`src/rtl/gate_truth_table_sequencer_pkg.sv`:
```
// rtl/gate_truth_table_sequencer_pkg.sv - shared state encoding and parameter defaults for the gate sequencer
package gate_seq_pkg;

  typedef enum logic [2:0] {
    IDLE   = 3'd0,
    APPLY  = 3'd1,
    SETTLE = 3'd2,
    SAMPLE = 3'd3,
    DONE   = 3'd4
  } seq_state_t;

  localparam int DEF_N_IN          = 2;
  localparam int DEF_SETTLE_CYCLES = 4;

endpackage

```
`src/rtl/gate_truth_table_sequencer_if.sv`:
```
// rtl/gate_truth_table_sequencer_if.sv - control, result and gate-drive signals of the gate sequencer
interface gate_truth_table_sequencer_if
  import gate_seq_pkg::*;
#(
  parameter int N_IN = DEF_N_IN
) ();

  logic                   start;
  logic [(1<<N_IN)-1:0]   expected;
  logic                   dut_y;
  logic [N_IN-1:0]        dut_in;
  logic                   busy;
  logic                   done;
  logic                   pass;
  logic [(1<<N_IN)-1:0]   fail_vec;
  logic [N_IN:0]          fail_count;

  modport master (
    output start, expected, dut_y,
    input  dut_in, busy, done, pass, fail_vec, fail_count
  );

  modport slave (
    input  start, expected, dut_y,
    output dut_in, busy, done, pass, fail_vec, fail_count
  );

endinterface

```
`src/rtl/gate_truth_table_sequencer_timer.sv`:
```
// rtl/gate_truth_table_sequencer_timer.sv - loadable down-counter that times the settle window
module seq_settle_timer #(
  parameter int W = 3
) (
  input  logic         clk,
  input  logic         rst_n,
  input  logic         load,
  input  logic [W-1:0] value,
  output logic         zero
);

  logic [W-1:0] count;

  always_ff @(posedge clk or negedge rst_n) begin
    if (!rst_n) begin
      count <= '0;
    end else if (load) begin
      count <= value;
    end else if (count != '0) begin
      count <= count - 1'b1;
    end
  end

  assign zero = (count == '0);

endmodule

```
`src/rtl/gate_truth_table_sequencer.sv`:
```
// rtl/gate_truth_table_sequencer.sv - exhaustive truth-table sweep of a combinational gate
// SEQ_STOP_ON_FAIL_EN: end the sweep at the first mismatching vector.
module gate_truth_table_sequencer
  import gate_seq_pkg::*;
#(
  parameter int N_IN          = DEF_N_IN,
  parameter int SETTLE_CYCLES = DEF_SETTLE_CYCLES
) (
  input logic                        clk,
  input logic                        rst_n,
  gate_truth_table_sequencer_if.slave bus
);

  localparam int              NV          = 1 << N_IN;
  localparam int              TW          = $clog2(SETTLE_CYCLES + 1);
  localparam logic [TW-1:0]   SETTLE_LOAD = TW'(SETTLE_CYCLES - 1);
  localparam logic [N_IN-1:0] LAST_IDX    = N_IN'(NV - 1);
  localparam logic [N_IN:0]   COUNT_MAX   = (N_IN+1)'(NV);

  seq_state_t      state;
  logic [N_IN-1:0] idx;
  logic [NV-1:0]   exp_latched;
  logic [N_IN-1:0] dut_in_r;
  logic            busy_r;
  logic            done_r;
  logic            pass_r;
  logic [NV-1:0]   fail_vec_r;
  logic [N_IN:0]   fail_count_r;
  logic            timer_zero;
  logic            miss;

  seq_settle_timer #(.W(TW)) u_timer (
    .clk   (clk),
    .rst_n (rst_n),
    .load  (state == APPLY),
    .value (SETTLE_LOAD),
    .zero  (timer_zero)
  );

  assign miss = bus.dut_y ^ exp_latched[idx];

  always_ff @(posedge clk or negedge rst_n) begin
    if (!rst_n) begin
      state        <= IDLE;
      idx          <= '0;
      exp_latched  <= '0;
      dut_in_r     <= '0;
      busy_r       <= 1'b0;
      done_r       <= 1'b0;
      pass_r       <= 1'b0;
      fail_vec_r   <= '0;
      fail_count_r <= '0;
    end else begin
      done_r <= 1'b0;
      case (state)
        IDLE: begin
          dut_in_r <= '0;
          if (bus.start) begin
            state        <= APPLY;
            idx          <= '0;
            exp_latched  <= bus.expected;
            busy_r       <= 1'b1;
            pass_r       <= 1'b0;
            fail_vec_r   <= '0;
            fail_count_r <= '0;
          end
        end
        APPLY: begin
          dut_in_r <= idx;
          state    <= SETTLE;
        end
        SETTLE: begin
          if (timer_zero) state <= SAMPLE;
        end
        SAMPLE: begin
          if (miss) begin
            fail_vec_r[idx] <= 1'b1;
            if (fail_count_r != COUNT_MAX) fail_count_r <= fail_count_r + 1'b1;
          end
`ifdef SEQ_STOP_ON_FAIL_EN
          if (miss || idx == LAST_IDX) begin
`else
          if (idx == LAST_IDX) begin
`endif
            state <= DONE;
          end else begin
            idx   <= idx + 1'b1;
            state <= APPLY;
          end
        end
        DONE: begin
          // dut_in is kept here so the failing vector is visible alongside done
          done_r <= 1'b1;
          busy_r <= 1'b0;
          pass_r <= (fail_count_r == '0);
          state  <= IDLE;
        end
        default: state <= IDLE;
      endcase
    end
  end

  assign bus.dut_in     = dut_in_r;
  assign bus.busy       = busy_r;
  assign bus.done       = done_r;
  assign bus.pass       = pass_r;
  assign bus.fail_vec   = fail_vec_r;
  assign bus.fail_count = fail_count_r;

endmodule

```
`src/flat_wrapper.sv`:
```
// flat-port wrapper written by rule: the top's interface ports become plain ports
module gate_truth_table_sequencer_flat import gate_seq_pkg::*;
#(
  parameter int N_IN          = DEF_N_IN,
  parameter int SETTLE_CYCLES = DEF_SETTLE_CYCLES
)
  (clk, rst_n, bus_start, bus_expected, bus_dut_y, bus_dut_in, bus_busy, bus_done, bus_pass, bus_fail_vec, bus_fail_count);
  gate_truth_table_sequencer_if #(.N_IN(N_IN)) bus_i ();
  input logic clk;
  input logic rst_n;
  input wire logic [$bits(bus_i.start)-1:0] bus_start;
  input wire logic [$bits(bus_i.expected)-1:0] bus_expected;
  input wire logic [$bits(bus_i.dut_y)-1:0] bus_dut_y;
  output wire logic [$bits(bus_i.dut_in)-1:0] bus_dut_in;
  output wire logic [$bits(bus_i.busy)-1:0] bus_busy;
  output wire logic [$bits(bus_i.done)-1:0] bus_done;
  output wire logic [$bits(bus_i.pass)-1:0] bus_pass;
  output wire logic [$bits(bus_i.fail_vec)-1:0] bus_fail_vec;
  output wire logic [$bits(bus_i.fail_count)-1:0] bus_fail_count;
  assign bus_i.start = bus_start;
  assign bus_i.expected = bus_expected;
  assign bus_i.dut_y = bus_dut_y;
  assign bus_dut_in = bus_i.dut_in;
  assign bus_busy = bus_i.busy;
  assign bus_done = bus_i.done;
  assign bus_pass = bus_i.pass;
  assign bus_fail_vec = bus_i.fail_vec;
  assign bus_fail_count = bus_i.fail_count;
  gate_truth_table_sequencer #(.N_IN(N_IN), .SETTLE_CYCLES(SETTLE_CYCLES)) u_core (.clk(clk), .rst_n(rst_n), .bus(bus_i));
endmodule
```
`config.mk`:
```
export PLATFORM = sky130hd
export DESIGN_NAME = gate_truth_table_sequencer_flat
export DESIGN_NICKNAME = d
export VERILOG_FILES = /design/src/rtl/gate_truth_table_sequencer_pkg.sv /design/src/rtl/gate_truth_table_sequencer_if.sv /design/src/rtl/gate_truth_table_sequencer_timer.sv /design/src/rtl/gate_truth_table_sequencer.sv /design/src/flat_wrapper.sv
export SDC_FILE = /design/constraint.sdc
export NUM_CORES = 1
export LEC_CHECK = 0
export BUFFER_PORTS_ARGS = -buffer_cell sky130_fd_sc_hd__buf_2
export CAP_MARGIN = 15
export CORE_MARGIN = 2
export CORE_UTILIZATION = 50
export CTS_BUF_LIST = sky130_fd_sc_hd__clkbuf_8
export CTS_CLUSTER_DIAMETER = 200
export CTS_CLUSTER_SIZE = 30
export DETAILED_ROUTE_END_ITERATION = 8
export PLACE_DENSITY = 0.71
export SYNTH_ARGS = -nofsm -noshare
export SYNTH_HDL_FRONTEND = slang
export SYNTH_HIERARCHICAL = 1
export SYNTH_SLANG_ARGS = --single-unit
```
`constraint.sdc`:
```
create_clock -name clk -period 2.85 [get_ports clk]
set_clock_uncertainty 0.2 [all_clocks]
set_input_delay 0.4275 -clock clk [delete_from_list [all_inputs] [get_ports clk]]
set_output_delay 0.4275 -clock clk [all_outputs]
set_load 0.01 [all_outputs]
```
==> results of run 1 <==
flip-flops by register name, indices dropped and copies added (netlist names):
name,cells
u_core/bus.fail_vec,4
u_core/exp_latched,4
u_core/bus.fail_count,3
u_core/state,3
u_core/u_timer/count,3
u_core/bus.dut_in,2
u_core/idx,2
u_core/bus.busy,1
u_core/bus.done,1
u_core/bus.pass,1
synthesized netlist by cell type, types with 2 or more instances:
| cell type | number |
|---|---|
| nor2_1 | 8 |
| nand2_1 | 7 |
| a31oi_1 | 4 |
| mux2_2 | 4 |
| nor2b_1 | 4 |
| mux2i_1 | 2 |
| o31ai_1 | 3 |
| o21ai_0 | 3 |
| ha_1 | 8 |
| dfrtp_1 | 24 |
| conb_1 | 2 |
| a21oi_1 | 2 |
| buf_2 | 4 |
| inv_1 | 12 |
| nor4b_1 | 2 |
| a32o_1 | 2 |
| nand2b_1 | 2 |
worst min path at each step:
stage	end	startpoint	slack [ps]
3_3_place_gp	u_core/state[1]	rst_n	230
4_1_cts	u_core/exp_latched[0]	bus_expected[0]	190
6_report	u_core/exp_latched[0]	bus_expected[0]	190
2_1_floorplan	u_core/bus.busy	rst_n	-70
3_5_place_dp	u_core/state[1]	rst_n	230
5_1_grt	u_core/exp_latched[2]	bus_expected[2]	180
final cells by class:
class / count / area [um2]
clock buffer: 3 / 41.3
timing repair buffer: 21 / 113
tap: 28 / 35.0
sequential: 24 / 601
inverter: 12 / 45.0
multi-input combinational: 72 / 562
fill: 193 / 880
logic make-up (layout without fill, tap and decap cells):
group,count (synthesis),count (layout)
xor gates and xnor gates,2,2
buffers and inverters,17,36
adders and majority gates,8,8
other,2,3
DFF,24,24
AOI/OAI and AO/OA,19,19
and+or+nand+nor,32,32
muxes,8,8
per-stage QoR:
step / worst slack, ps / instance area (um2) / power, W / util
2_1_floorplan: 764 / 1230 / 0.00101 / -
3_3_place_gp: 701 / 1350 / 0.00114 / 0.591
3_5_place_dp: 607 / 1350 / 0.00116 / 0.591
4_1_cts: 598 / 1400 / 0.00136 / 0.614
5_1_grt: 541 / 1400 / 0.00147 / 0.614
6_report: 612 / 1400 / 0.00135 / 0.614
metal layers:
layer | routed length [um] | share of wire | global-route usage
met5 | 0 | 0 | 0
met4 | 17 | 0.0080 | 0.0769
met3 | 110 | 0.052 | 0.0444
met2 | 1000 | 0.47 | 0.294
met1 | 984 | 0.47 | 0.249
power by group through the flow:
stage | Clock [W] | Sequential (W) | Combinational (W)
finish | 0.000193 | 0.000586 | 0.000572
global route | 0.000210 | 0.000609 | 0.000654
CTS | 0.000198 | 0.000587 | 0.000576
detailed placement | 0 | 0.000596 | 0.000569
global placement | 0 | 0.000586 | 0.000551
floorplan | 0 | 0.000563 | 0.000450
what timing repair did:
action	CTS	global route
setup endpoints to repair	0	0
endpoints found under the hold margin	24	0
hold buffers	1	0
==> results.md, run 1 <==
- After clock tree synthesis, the repair step resized 0 gates.
- The buffer count from post-CTS setup fixing is 0.
- Across the VDD grid, the largest voltage drop is 0.000711 V.
- In the final design database the tool counted 150 nets.
- Counting cells, the worst reg-to-reg path comes to 4.
- In the layout the commonest cells are dfrtp_1, buf_2, inv_1.
- During synthesis, Yosys emitted a total of 6 warnings.
- The final hold violation count was 0.
- After global routing the overflow that remains totals 0.
- Entering global routing, the biggest net connects 25 pins.
- The internal power of the cells is 0.000842 W.
- The number of buffers created by CTS is 3.
- The pre-antenna-repair detailed-routing pass consisted of 4 iterations.
- For this block, the routed nets add up to 2110 um of wire.
- The startpoint identified for the worst register-to-register timing path is u_core/idx[0].
- The worst hold path belongs to the class in -> reg.
- Measured against the total synthesized area, the mux share comes to 0.0836.
- Of the total power, the share spent switching nets is 0.377.
- The most critical setup path has its startpoint at u_core/idx[0].
- The adder and majority gate portion of the synthesized area is 0.0815.
- The final number of max-transition violations is 0.
- The capturing instance or port of the critical path is u_core/bus.fail_count[0].
- The post-synthesis to final-layout area growth is 13.8%.
- The global-route total usage across every layer is 0.187.
- The synthesis-stage register bit count is 24.
- In this design, the stage delay of the slowest critical-path cell is 560 ps.
- The most used flip-flop cell after synthesis is dfrtp_1.
- From bottom edge to top edge, the die measures 53.5 um.
- The number of rows created at floorplan is 17.
- The xor/xnor cell area share of the yosys netlist is 0.0204.
- The synthesized-area fraction occupied by and/or/nand/nor cells is 0.153.
- The count of buffers from port buffering is 19.
- The congestion estimate from routability-driven global placement came to 0.794.
- TritonCTS built the clock tree.
- The CTS sink count is 24.
- The signal on the critical path passes through mux4_2 -> xor2_2 -> and3_4 -> mux2_4.
- The number of antenna violations at the first check in global routing is 0.
- The data required time at the worst endpoint is 2800 ps.
- The smallest hold slack is 194 ps.
- Setup repair after global routing left no endpoint under its margin.
- The first-pass GRT wire length is 3830 um.
- The post-synthesis compound-gate area fraction came to 0.110.
- The maximum net fanout on the critical path is 8.
- At the worst endpoint, the arrival time is 2190 ps.
- In the routed design, unresolved DRC markers number 0.
- In this run the static leakage power is 0.688 nW.
- The first routing iteration left 18 violations.
- Once layout is complete, the cells apart from fillers number 160.
- The via count of the first global-routing pass is 881.
- The share of async-settable or async-resettable flops after synthesis is 1.00.
- The setup-violating endpoint count in the final report is 0.
- The type of the worst setup path is reg -> reg.
- The element type at the critical path end is a flop.
- The clock latency reported for the late side of the worst-skew pair is 260 ps.
- Counting I/O delays and the setup requirement, the final critical path takes 2240 ps.
- The number of cells on the worst hold path is 2.
- Dividing the detail-routed wire length by the instance count gives 13.2 um.
- 0 antenna diodes ended up in the layout.
- The share of synthesized area occupied by flip-flops and latches is 0.489.
- After synthesis, the netlist uses 36 different library cells.
- In the routed layout, each cell is associated on average with a via count of 5.38.
- The main combinational cell family by area after synthesis is simple AND/OR/NAND/NOR gates.
- The final critical-path share of the clock period is 0.785.
- In this run the power density over the cells is 968 nW/um2.
- The largest individual stage delay along the critical path comes from the cell mux4_2.
- Of the total power, registers draw 0.434.
- The number of violations of the max-capacitance limit is 0.
- Counting both buffers and inverters, the worst setup path holds a total of 0.
- Summing every instance area after synthesis gives 1230 um2.
- CTS built an H-tree with a depth of 1.
- The capturing point of the worst reg2reg path is u_core/bus.fail_count[0].
- The count of nets left with antenna violations once routing finished came out at 0.
- Summed over all nets, the half-perimeter wirelength after detailed placement is 1530 um.
- The number of top-level pins is 20.
- dfrtp_1 takes more of the synthesized area than any other cell.
- The floorplan step defined a die boundary enclosing 2870 um2.
- The width of the die is 53.5 um.
- The clock-pin slew on the worst setup and hold paths is 80 ps.
- For this block, the via count after detailed routing is 861.
- The share of layout cells above drive strength 1 is 0.242.
- The highest achievable clock rate is 447 MHz.
- The proportion of netlist area held by the largest area contributor is 0.489.
- For this configuration, the core starts out at a cell density of 0.539.
- In the synthesized netlist, the number of instances is 112.
- For the pin with the worst max-slew slack, the measured transition is 689 ps.
- Yosys attributes the largest share of cell area to dfrtp_1, ha_1, inv_1, mux2_2, nor2_1.
- The critical path startpoint category is a flop.
- The longest clock path from root to sink contains 2 buffers.
- The floorplan core area is 2280 um2.
- Summed over all nets, the switching power comes to 0.000510 W.
- The tightest slew margin relative to the limit is 0.539.
- The run finished with clean final reports.
- The mean post-synth cell area is 11.0 um2.
- The total negative setup slack is 0 ps.
- The critical path crosses 4 cells after its start point.
- The part of the power in combinational logic is 0.423.
- The library cell used most frequently in the layout, excluding fill and tap cells, is dfrtp_1.
- The number of synthesized flops with an enable pin is 0.
- The kind of cell adding the most delay to the critical path is multiplexers.
- The cell at the root of the clock tree is clkbuf_8.
- The share of total power dissipated in the clock network is 0.143.
- The worst reg-to-reg setup slack is 610 ps.
- The number of cells in the design after placement is 156.
(Power assumes the default switching activity.)
==> run 2, diff against run 1 <==
==> constraint.sdc (replaced) <==
create_clock -name clk -period 2.2 [get_ports clk]
set_clock_uncertainty 0.2 [all_clocks]
set_input_delay 0.33 -clock clk [delete_from_list [all_inputs] [get_ports clk]]
set_output_delay 0.33 -clock clk [all_outputs]
set_load 0.01 [all_outputs]
==> results.md, run 2 (synthesis gave the netlist of run 1 again) <==
- The tool flagged a number of max-cap violations equal to 0.
- For this run, the post-layout net count is 154.
- After detailed routing, the number of remaining DRC violations is 0.
- The number of antenna violations at the first check in global routing is 0.
- The worst reg-to-reg setup slack is 310 ps.
- Entering global routing, the biggest net connects 25 pins.
- The clock latency reported for the late side of the worst-skew pair is 260 ps.
- Cell internal power was estimated by the tool at 0.00118 W.
- The highest achievable clock rate is 528 MHz.
- Before CTS, the worst setup slack after placement is 306 ps.
- The critical path goes through mux4_2 -> xor2_2 -> and3_4 -> mux2_4.
- Relative to the synthesized area, the layout overhead comes to 17.3%.
- Clock-pin slew was measured on the worst setup and hold paths at 80 ps.
- The final number of max-transition violations is 0.
- Across the VDD grid, the largest voltage drop is 0.000782 V.
- TritonCTS built the clock tree.
- In the global route stage, overall resource usage came out at 0.200.
- The clock group share of total power is 0.157.
- The launch instance of the worst min-delay path is bus_expected[3].
- The post-detailed-placement half-perimeter wirelength is 1710 um.
- The number of cells on the worst hold path is 2.
- The tightest slew margin relative to the limit is 0.646.
- The worst setup path is launched from a flop.
- On the critical path the largest part of the delay comes from multiplexers.
- Of the available clock period, the critical path in the final layout requires 0.860.
- The final hold violation count was 0.
- On the final layout, the worst hold slack is 91.8 ps.
- Of the cells placed in the final design, the portion with a size suffix greater than 1 is 0.270.
- In this run the standard cell core region covers 2280 um2.
- The worst path needs 1890 ps of the cycle, external delays included.
- The worst setup slack after layout is 307 ps.
- In this run, the number of DRC markers left after iteration 0 of detailed routing was 17.
- The maximum net fanout on the critical path is 2.
- The worst setup path is captured at a flop.
- The count of nets left with antenna violations once routing finished came out at 0.
- The total power density per cell area is 1300 nW/um2.
- The data arrival at the endpoint of the critical path is 1840 ps.
- The stage delay of the slowest cell on the critical path is 540 ps.
- The total routed wirelength is 2280 um.
- The first-pass GRT wire length is 4060 um.
- The initial core utilization is 0.539.
- The die outline height is 53.5 um.
- On the critical path, the stage with the largest delay is an instance of mux4_2.
- The endpoint of the worst hold path is u_core/exp_latched[3].
- In this run the number of H-tree levels came out at 1.
- Buffers added to address setup during post-CTS repair amount to 0.
- The share of total power dissipated in combinational logic is 0.453.
- The cell count of the worst reg-to-reg path is 4.
- Setup repair after global routing left no endpoint under its margin.
- From left edge to right edge, the die measures 53.5 um.
- During I/O placement, the number of pins put on the boundary was 20.
- The total global routing overflow is 0.
- The data required time at the worst endpoint is 2150 ps.
- Using the TritonRoute via totals, the vias-per-cell ratio works out to 5.30.
- The type of the worst setup path is reg -> reg.
- The min-delay analysis places its worst path in the category in -> reg.
- Counting the fill cells in the layout gives 197.
- The transition at the pin with the smallest max-transition slack is 531 ps.
- The share of total power dissipated in sequential elements is 0.390.
- The library cell used most frequently in the layout, excluding fill and tap cells, is dfrtp_1.
- The start of the worst register-to-register path is u_core/idx[0].
- 0 antenna diodes ended up in the layout.
- In this run the power spent charging and discharging nets is 0.000695 W.
- The analysis attributes to cell leakage a power of 0.715 nW.
- The number of buffers and inverters on the critical path is 0.
- For this design, the sink count on the clock tree is 24.
- The number of buffers created by CTS is 3.
- The total negative setup slack is 0 ps.
- The flow ran to the end, and the final reports show no timing, DRC or antenna violations.
- Leaving out fill and tap cells, the most frequent cells in the layout are dfrtp_1, buf_2, inv_1.
- The worst register-to-register path ends at u_core/bus.fail_count[0].
- The post-detailed-route wirelength per cell is 13.8 um.
- Buffers placed on the I/O ports in this run total 19.
- The routability-driven placement congestion ratio is 0.814.
- The share of total power consumed by net switching is 0.371.
- The detailed router placed 874 vias in this run.
- The first-pass detailed-route iteration total is 4.
- The setup-violating endpoint count in the final report is 0.
- The floorplan step defined a die boundary enclosing 2870 um2.
- The via count of the first global-routing pass is 944.
- The cell at the root of the clock tree is clkbuf_8.
- The number of rows created at floorplan is 17.
- No sink is reached through more buffers than the 2 on the longest clock path.
[run 2: changes by cell type in the layout (fill, tap and decap cells not counted)]
cell / change
buf_4: +4
clkbuf_8: +1
[run 2: area by class of cell]
cell class | instances | area, um2 | area share
Sequential cell | 24 | 601 | 0.417
Timing Repair Buffer | 25 | 143 | 0.0990
Clock buffer | 4 | 55.1 | 0.0382
Tap cell | 28 | 35.0 | 0.0243
Multi-Input combinational cell | 72 | 562 | 0.390
Inverter | 12 | 45.0 | 0.0313
[run 2: metal layers]
| metal | wire, um | part of all wire | GRT usage |
|---|---|---|---|
| met1 | 1040 | 0.46 | 0.250 |
| met2 | 1160 | 0.51 | 0.344 |
| met3 | 63 | 0.028 | 0.0361 |
| met4 | 8 | 0.0035 | 0.0769 |
| met5 | 0 | 0 | 0 |
[run 2: power by group through the flow]
stage / logic, W / clock network, W / registers, W
3_5_place_dp: 0.000853 / 0 / 0.000741
3_3_place_gp: 0.000818 / 0 / 0.000726
6_report: 0.000849 / 0.000294 / 0.000731
5_1_grt: 0.000959 / 0.000316 / 0.000758
2_1_floorplan: 0.000583 / 0 / 0.000729
4_1_cts: 0.000859 / 0.000310 / 0.000733
[run 2: worst max-delay path by stage]
stage,startpoint,end,slack [ps],cells past startpoint
after floorplan,u_core/idx[0],u_core/bus.fail_count[0],110,4
after global placement,u_core/idx[0],u_core/bus.fail_count[0],360,4
after detailed placement,u_core/idx[0],u_core/bus.fail_count[0],310,4
after CTS,u_core/idx[0],u_core/bus.fail_count[0],290,4
after global routing,u_core/state[2],u_core/bus.fail_count[0],230,3
final,u_core/idx[0],u_core/bus.fail_count[0],310,4
[run 2: metrics by stage]
stage / total power [W] / util / std cells / instance area (um2)
after floorplan: 0.00131 / - / 113 / 1230
after global placement: 0.00154 / 0.604 / 160 / 1380
after detailed placement: 0.00159 / 0.604 / 160 / 1380
after CTS: 0.00190 / 0.633 / 165 / 1440
after global routing: 0.00203 / 0.633 / 165 / 1440
final: 0.00187 / 0.633 / 165 / 1440
[run 2: repair_timing]
action,4_1_cts,5_1_grt
hold buffers,1,0
endpoints found under the hold margin,24,0
gates resized for setup,0,0
setup endpoints to repair,0,0
